==> src/rtl/cond_pkg.sv <==
// Shared definitions for the input conditioner: debounce FSM state
// encoding, debounce counter width and the legal DEBOUNCE_CYCLES range.
package cond_pkg;

    typedef enum logic [1:0] {
        LOW      = 2'd0,
        RISE_CHK = 2'd1,
        HIGH     = 2'd2,
        FALL_CHK = 2'd3
    } deb_state_e;

    localparam int unsigned CNT_W        = 8;
    localparam int unsigned DEBOUNCE_MIN = 2;
    localparam int unsigned DEBOUNCE_MAX = 255;

endpackage

==> src/rtl/debounce_channel.sv <==
// One conditioning channel: 2-flop synchronizer, debounce FSM with its
// qualification counter, registered level/pulse outputs and a saturating
// count of rejected transitions.
module debounce_channel
    import cond_pkg::*;
#(
    parameter int unsigned DEBOUNCE_CYCLES = 4,
    parameter int unsigned GLITCH_W        = 8
) (
    input  logic                clock,
    input  logic                reset,
    input  logic                raw_i,
    output logic                level_o,
    output logic                pulse_o,
    output logic [GLITCH_W-1:0] glitches_o
);

    // Sample count at which the current candidate transition is accepted.
    localparam logic [CNT_W-1:0] CNT_LAST = CNT_W'(DEBOUNCE_CYCLES - 1);

    logic                sync1_q;
    logic                sync2_q;
    deb_state_e          state_q, state_d;
    logic [CNT_W-1:0]    cnt_q, cnt_d;
    logic                level_q, level_d;
    logic                pulse_q, pulse_d;
    logic [GLITCH_W-1:0] glitch_q, glitch_d;
    logic                glitch_inc;

    // Two-stage synchronizer bringing the asynchronous raw input into the clock domain.
    always_ff @(posedge clock) begin
        if (reset) begin
            sync1_q <= 1'b0;
            sync2_q <= 1'b0;
        end else begin
            sync1_q <= raw_i;
            sync2_q <= sync1_q;
        end
    end

    // State, counter and registered-output storage.
    always_ff @(posedge clock) begin
        if (reset) begin
            state_q  <= LOW;
            cnt_q    <= '0;
            level_q  <= 1'b0;
            pulse_q  <= 1'b0;
            glitch_q <= '0;
        end else begin
            state_q  <= state_d;
            cnt_q    <= cnt_d;
            level_q  <= level_d;
            pulse_q  <= pulse_d;
            glitch_q <= glitch_d;
        end
    end

    // Next-state and qualification-counter logic.
    always_comb begin
        state_d = state_q;
        cnt_d   = cnt_q;
        case (state_q)
            LOW: begin
                if (sync2_q) begin
                    state_d = RISE_CHK;
                    cnt_d   = CNT_W'(1);
                end
            end
            RISE_CHK: begin
                if (!sync2_q) begin
                    state_d = LOW;
                end else if (cnt_q == CNT_LAST) begin
                    state_d = HIGH;
                end else begin
                    cnt_d = cnt_q + CNT_W'(1);
                end
            end
            HIGH: begin
                if (!sync2_q) begin
                    state_d = FALL_CHK;
                    cnt_d   = CNT_W'(1);
                end
            end
            FALL_CHK: begin
                if (sync2_q) begin
                    state_d = HIGH;
                end else if (cnt_q == CNT_LAST) begin
                    state_d = LOW;
                end else begin
                    cnt_d = cnt_q + CNT_W'(1);
                end
            end
            default: state_d = LOW;
        endcase
    end

    // Next values of level, rise pulse and saturating glitch count.
    always_comb begin
        level_d    = level_q;
        pulse_d    = 1'b0;
        glitch_inc = 1'b0;
        case (state_q)
            RISE_CHK: begin
                if (!sync2_q) begin
                    glitch_inc = 1'b1;
                end else if (cnt_q == CNT_LAST) begin
                    level_d = 1'b1;
                    pulse_d = 1'b1;
                end
            end
            FALL_CHK: begin
                if (sync2_q) begin
                    glitch_inc = 1'b1;
                end else if (cnt_q == CNT_LAST) begin
                    level_d = 1'b0;
                end
            end
            default: ;
        endcase
        glitch_d = (glitch_inc && (glitch_q != '1)) ? glitch_q + GLITCH_W'(1) : glitch_q;
    end

    assign level_o    = level_q;
    assign pulse_o    = pulse_q;
    assign glitches_o = glitch_q;

endmodule

==> src/rtl/input_conditioner.sv <==
// Conditions the raw S (start) and X (count) inputs with two identical,
// independent debounce channels.
module input_conditioner
    import cond_pkg::*;
#(
    parameter int unsigned DEBOUNCE_CYCLES = 4,
    parameter int unsigned GLITCH_W        = 8
) (
    input  logic                clock,
    input  logic                reset,
    input  logic                s_raw,
    input  logic                x_raw,
    output logic                s_level,
    output logic                s_pulse,
    output logic                x_level,
    output logic                x_pulse,
    output logic [GLITCH_W-1:0] s_glitches,
    output logic [GLITCH_W-1:0] x_glitches
);

    if ((DEBOUNCE_CYCLES < DEBOUNCE_MIN) || (DEBOUNCE_CYCLES > DEBOUNCE_MAX)) begin : g_bad_debounce
        $error("input_conditioner: DEBOUNCE_CYCLES=%0d outside %0d..%0d",
               DEBOUNCE_CYCLES, DEBOUNCE_MIN, DEBOUNCE_MAX);
    end

    debounce_channel #(
        .DEBOUNCE_CYCLES (DEBOUNCE_CYCLES),
        .GLITCH_W        (GLITCH_W)
    ) u_s_chan (
        .clock      (clock),
        .reset      (reset),
        .raw_i      (s_raw),
        .level_o    (s_level),
        .pulse_o    (s_pulse),
        .glitches_o (s_glitches)
    );

    debounce_channel #(
        .DEBOUNCE_CYCLES (DEBOUNCE_CYCLES),
        .GLITCH_W        (GLITCH_W)
    ) u_x_chan (
        .clock      (clock),
        .reset      (reset),
        .raw_i      (x_raw),
        .level_o    (x_level),
        .pulse_o    (x_pulse),
        .glitches_o (x_glitches)
    );

endmodule

==> config.mk <==
export PLATFORM = sky130hd
export DESIGN_NAME = input_conditioner
export DESIGN_NICKNAME = d
export VERILOG_FILES = /design/src/rtl/cond_pkg.sv /design/src/rtl/debounce_channel.sv /design/src/rtl/input_conditioner.sv
export SDC_FILE = /design/constraint.sdc
export NUM_CORES = 1
export LEC_CHECK = 0
export BUFFER_PORTS_ARGS = -buffer_cell sky130_fd_sc_hd__buf_4
export CORE_MARGIN = 10
export CORE_UTILIZATION = 30
export CTS_CLUSTER_SIZE = 14
export DETAILED_ROUTE_END_ITERATION = 10
export PLACE_DENSITY = 0.56
export SKIP_LAST_GASP = 1
export SLEW_MARGIN = 20
export SYNTH_ARGS = -nofsm -noshare
export SYNTH_HDL_FRONTEND = slang
export SYNTH_SLANG_ARGS = --single-unit
==> constraint.sdc <==
create_clock -name clock -period 2.35 [get_ports clock]
set_input_delay 0.3525 -clock clock [delete_from_list [all_inputs] [get_ports clock]]
set_output_delay 0.3525 -clock clock [all_outputs]
set_load 0.005 [all_outputs]
==> impl_metrics.ini, run 1 <==
[worst_hold_path]
hold_path.class = primary input to flip-flop
whs_path_depth = 2

[cells_and_area]
final_area_sq_um = 2260
nets = 239
num_antenna_cells = 0
multi_input_area_sq_um = 996
area_delta_synth_final_pct = 17.4
regArea_sq_um = 881
fill_cells = 667
drive_above_1_share = 0.148

[worst_setup_path]
worst_setup_path_start_kind = flip-flop
setup.worst_path.end_class = flip-flop
critPathRequiredTime_ns = 2.52
crit_fanout = 12
setup.worst_path.class = flip-flop to flip-flop
worstPathArrival_ns = 1.91
reg2regPathDepth = 5

[yosys]
synthDistinctLibCells = 39
syn_inst = 208
yosys_register_bits = 44
avgSynthCellArea_sq_um = 9.27
synthesis.nets = 216
synth-async-reset-ratio = 0
synth_top_area_cell = dfxtp_1
ys_warn_count = 0
seq_area_frac_synth = 0.457
ys_top_cells_by_area = dfxtp_1 (46%), xor2_1 (6.4%), nand4_1 (4.9%)
yosys.area.top_type_share = 0.457
synth_area_sq_um = 1930
synth_edf_count = 0
synth-main-ff-cell = dfxtp_1

[power_and_ir_drop]
power_density_nw_per_um2 = 608
power_frac_comb = 0.041
seq_power_share = 0.560
p_int_uw = 1090
power.share.clock = 0.399
p_sw_frac = 0.209
p_leak_uw = 0.000834
p_sw_uw = 287
ir_drop_mv = 0.325

[detailed_routing]
drt_iter0_drc = 71
vias = 1552
wl_per_cell_microns = 12.6
vias_per_cell = 5.06
drtPass1Iterations = 4
routed_wl_mm = 3.87
postRouteAntennaNets = 0
drc = 0

[cts]
hold_buffers = 0
clk_latency_ns = 0.29
cts_sinks = 44
post-cts-setup-buffers = 0
cts_tree = built
cts_root_buf = clkbuf_8
ctsResizeCount = 0
htree_levels = 2
path_clk_slew_ns = 0.07
clock_path_buffers = 2
cts_buffers = 5

[placed_design]
io_buffers = 23
place.gp.congestion = 0.776
post_dp_cell_area_sq_um = 2160
place_hpwl_mm = 2.71

[sta]
slew_violations = 0
finalSetupTns_ns = 0
period_minus_slack_ns = 1.74
fin_crit_sh = 0.741
relSlewSlack = 0.487
finalClockSkew_ns = 0.00864
hold_viol = 0
max_freq_mhz = 574
setup_viol = 0
tightest_slew_ns = 0.766
rsz0062_at_grt = false

[global_routing]
grt_pass1_wl_mm = 6.87
grt_pass1_vias = 1528
overflow = 0
grt_max_degree = 35
antenna_found_initial = 0
grt_use_total = 0.0818

[floorplanning]
num_rows = 29
core_area_sq_um = 6310
ioPinCount = 24
dieArea_sq_um = 10000
start_util = 0.305
die_w_microns = 100
die_h_microns = 100

[run]
cap_violations = 0

[run_status]
status = completed
## final timing paths
path / to / slack, ns / startpoint
max: u_s_chan.glitches_o[1]$_SDFFE_PP0P_ / 0.61 / u_s_chan.glitches_o[0]$_SDFFE_PP0P_
min: u_s_chan.sync1_q$_SDFF_PP0_ / 0.28 / s_raw
max reg2reg: u_s_chan.glitches_o[1]$_SDFFE_PP0P_ / 0.61 / u_s_chan.glitches_o[0]$_SDFFE_PP0P_
min reg2reg: u_x_chan.sync2_q$_SDFF_PP0_ / 0.44 / u_x_chan.sync1_q$_SDFF_PP0_
## stage by stage
step / instances / power (uW) / hold slack [ns] / worst slack (ns) / util
2_1_floorplan: 208 / 823 / 0.414 / 0.728 / -
3_3_place_gp: 301 / 845 / 0.416 / 0.625 / 0.343
3_5_place_dp: 301 / 846 / 0.422 / 0.598 / 0.343
4_1_cts: 307 / 1400 / 0.264 / 0.578 / 0.359
5_1_grt: 307 / 1430 / 0.268 / 0.287 / 0.359
6_report: 307 / 1380 / 0.277 / 0.607 / 0.359
## flip-flops by register name, summed over array words and instances (netlist names), named ones only
name	cells
u_s_chan.level_o	1
u_s_chan.sync2_q	1
u_x_chan.level_o	1
u_s_chan.cnt_q	8
u_x_chan.glitches_o	8
u_x_chan.cnt_q	8
u_s_chan.state_q	1
u_x_chan.sync1_q	1
u_s_chan.sync1_q	1
u_x_chan.pulse_o	1
u_x_chan.state_q	1
u_s_chan.glitches_o	8
u_s_chan.pulse_o	1
u_x_chan.sync2_q	1
## cells in the final DEF, fill, tap and decap left out, types with 5 or more instances in the layout
cell type  synthesis  final
nor2_1            20     20
nor2b_1            5      5
inv_1              5      5
and3_1             6      6
clkbuf_8           0      5
nand3_1            6      6
buf_4              1     23
or3_1              6      6
nand2_1           10     10
xor2_1            14     14
dfxtp_1           44     44
nand4_1           15     15
a21oi_1           15     15
o21ai_0            9      9
## critical path, stage by stage, from the launching register on
cell and delay [ns]:
dfxtp_1 0.39, ha_1 0.22, nand3_1 0.08, o211ai_1 0.63, mux2i_1 0.25, nor2_1 0.05
## synthesized netlist by cell type (2+ instances only)
library cell and instances:
clkbuf_1 4, o21ai_0 9, nor2b_1 5, and2_1 2, buf_2 2, or3_1 6, or4_1 4, ha_1 4
nand2_1 10, nand3b_1 2, dfxtp_1 44, inv_1 5, nor4b_1 3, xor2_1 14, a31oi_1 2, and3_1 6
nand3_1 6, nor2_1 20, o21bai_1 2, nor3_1 4, o31ai_1 4, a21oi_1 15, o211ai_1 2, mux2i_1 4
nand4_1 15
## area by class of cell
class | instances | area share
Multi-Input combinational cell | 152 | 0.440
Sequential cell | 44 | 0.389
Timing Repair Buffer | 23 | 0.0763
Tap cell | 77 | 0.0426
Clock buffer | 5 | 0.0304
Clock inverter | 1 | 0.0133
Inverter | 5 | 0.00829
## kinds of logic (layout without fill, tap and decap cells)
kind of cell | Yosys count | count (layout) | share of synthesized area
xor gates and xnor gates | 18 | 18 | 0.0993
and+or+nand+nor | 86 | 86 | 0.243
DFF | 44 | 44 | 0.457
buffers and inverters | 12 | 34 | 0.0266
adders and majority gates | 4 | 4 | 0.0260
AOI/OAI and AO/OA | 40 | 40 | 0.128
muxes | 4 | 4 | 0.0208
## power groups by stage
stage | Combinational (uW) | Clock, uW | Sequential [uW]
2_1_floorplan | 38.0 | 0 | 785
3_3_place_gp | 57.3 | 0 | 788
3_5_place_dp | 57.9 | 0 | 788
4_1_cts | 58.1 | 572 | 770
5_1_grt | 64.6 | 595 | 772
6_report | 56.6 | 549 | 770
## routing by layer
metal / vias to the layer above / global-route usage / routed length, microns
met1: 723 / 0.0974 / 1870
met2: 24 / 0.126 / 1700
met5: - / 0 / 0
li1: 800 / - / -
met3: 5 / 0.0343 / 246
met4: 0 / 0.0359 / 44
Note: power is estimated with default switching activity, not from simulation.
==> run 2, diff against run 1 <==
Settings changed: PLACE_DENSITY 0.56 to 0.57.
Clock period 2.35 ns to 1.4 ns, I/O delays scaled along.
==> run 2 against run 1 <==
The flow now finishes with violations (setup timing). Worst hold slack got worse by 0.15 ns. Clock skew about the same. Setup slack lost 0.66 ns. Die area unchanged. Critical path depth did not move. Sequential power is 68% higher. Sequential share of layout area down 6.5 points. Routed wire length increased by 16%. Maximum frequency is 20% higher. Final area up 22%. Highest routed layer unchanged.
==> impl_metrics.ini, run 2 (synthesis gave the netlist of run 1 again) <==
[sta]
finalSetupTns_ns = -0.134
finalClockSkew_ns = 0.00850
worst_slack_ns = -0.0496
rsz0062_at_grt = true
relSlewSlack = 0.794
hold_viol = 0
period_minus_slack_ns = 1.45
fin_crit_sh = 1.04
max_freq_mhz = 690
slew_violations = 0
setup_viol = 4
tightest_slew_ns = 0.307

[floorplanning]
ioPinCount = 24
num_rows = 29
core_area_sq_um = 6310
die_h_microns = 100
start_util = 0.305
dieArea_sq_um = 10000
die_w_microns = 100

[placed_design]
place_hpwl_mm = 3.25
dpl.cell_count = 344
place.gp.congestion = 0.818
pre_cts_slack_ns = -0.0917
post_dp_cell_area_sq_um = 2530
io_buffers = 23

[worst_setup_path]
cp_cell_sequence = ha_2, nand3_2, o2111ai_4, or4_1, a21oi_1
critPathRequiredTime_ns = 1.63
setup.worst_path.class = flip-flop to flip-flop
cp-startpoint = u_x_chan.glitches_o[0]$_SDFFE_PP0P_
crit_slowest_cell = or4_1
worstPathArrival_ns = 1.68
path_delay_family = simple AND/OR/NAND/NOR gates
slowest_delay_ns = 0.43
crit_fanout = 5
worst_setup_path_start_kind = flip-flop
setup.worst_path.end_class = flip-flop
reg2reg_from = u_x_chan.glitches_o[0]$_SDFFE_PP0P_
worst-path-buf-inv = 0

[global_routing]
grt_pass1_vias = 1700
grt_pass1_wl_mm = 7.51
grt_use_total = 0.0895
antenna_found_initial = 0
grt_max_degree = 20
overflow = 0

[cells_and_area]
regArea_sq_um = 897
final_cell_mix = buf_4 (70), dfxtp_1 (33), nor2_1 (20)
fin_cells = 356
num_antenna_cells = 0
final_util = 0.439
layout_commonest_cell = buf_4
multi_input_area_sq_um = 1120
area_delta_synth_final_pct = 43.7
nets = 287
final_area_sq_um = 2770
fill_cells = 636
drive_above_1_share = 0.387

[cts]
cts_tree = built
clock_path_buffers = 2
cts_buffers = 5
cts_root_buf = clkbuf_8
cts_sinks = 44
clk_latency_ns = 0.29
path_clk_slew_ns = 0.08
htree_levels = 2

[detailed_routing]
routed_wl_mm = 4.48
drtPass1Iterations = 4
vias_per_cell = 4.86
drc = 0
drt_iter0_drc = 55
postRouteAntennaNets = 0
vias = 1731
wl_per_cell_microns = 12.6

[worst_hold_path]
hold_start = x_raw
hold_path.class = primary input to flip-flop

[power_and_ir_drop]
p_leak_uw = 0.00110
p_int_uw = 1870
p_sw_uw = 507
p_sw_frac = 0.213
power.share.clock = 0.398
ir_drop_mv = 0.391
power_density_nw_per_um2 = 857
power_frac_comb = 0.061
seq_power_share = 0.541

[run]
cap_violations = 0

[run_status]
violations = setup timing
status = finished with violations
run 2: worst reg2reg max path, stage by stage (launching register included):
cell and delay (ns):
dfxtp_2 0.33, ha_2 0.20, nand3_2 0.13, o2111ai_4 0.16
or4_1 0.43, a21oi_1 0.14
run 2: area by class of cell:
class / instances / area share
inverters: 5 / 0.00678
multi-input cells: 152 / 0.404
repair buffers: 71 / 0.194
flip-flops and latches: 44 / 0.324
clock inverters: 1 / 0.0108
well taps: 77 / 0.0348
clock buffers: 6 / 0.0262
run 2: through the flow:
stage | hold slack (ns) | total power, uW
after floorplan | 0.338 | 1380
after global placement | 0.424 | 1450
after detailed placement | 0.426 | 1450
after CTS | 0.116 | 2400
after global routing | 0.129 | 2470
final | 0.129 | 2370
run 2: power by group through the flow:
| stage | Sequential, uW | Clock (uW) | Combinational (uW) |
|---|---|---|---|
| 6_report | 1290 | 945 | 145 |
| 5_1_grt | 1290 | 1020 | 161 |
| 4_1_cts | 1290 | 972 | 143 |
| 3_5_place_dp | 1310 | 0 | 136 |
| 3_3_place_gp | 1310 | 0 | 133 |
| 2_1_floorplan | 1320 | 0 | 64.8 |
run 2: path summary, 6_finish.rpt:
kind / slack, ns / endpoint / cells past startpoint
max: -0.05 / u_x_chan.glitches_o[7]$_SDFFE_PP0P_ / 5
min: 0.13 / u_x_chan.sync1_q$_SDFF_PP0_ / 2
max reg2reg: -0.05 / u_x_chan.glitches_o[7]$_SDFFE_PP0P_ / 5
min reg2reg: 0.43 / u_x_chan.sync2_q$_SDFF_PP0_ / 1
run 2: layer usage:
metal	vias to the layer above	wire length, microns	GRT usage
met4	0	51	0.0326
met1	817	1960	0.100
li1	894	-	-
met3	6	154	0.0268
met5	-	0	0
met2	14	2310	0.156
run 2: timing repair:
item / in CTS / in global routing
resized for setup: 5 / 14
pin swaps: 1 / 6
setup buffers: 3 / 2
endpoints found under the setup margin: 11 / 29
hold buffers: 0 / 0
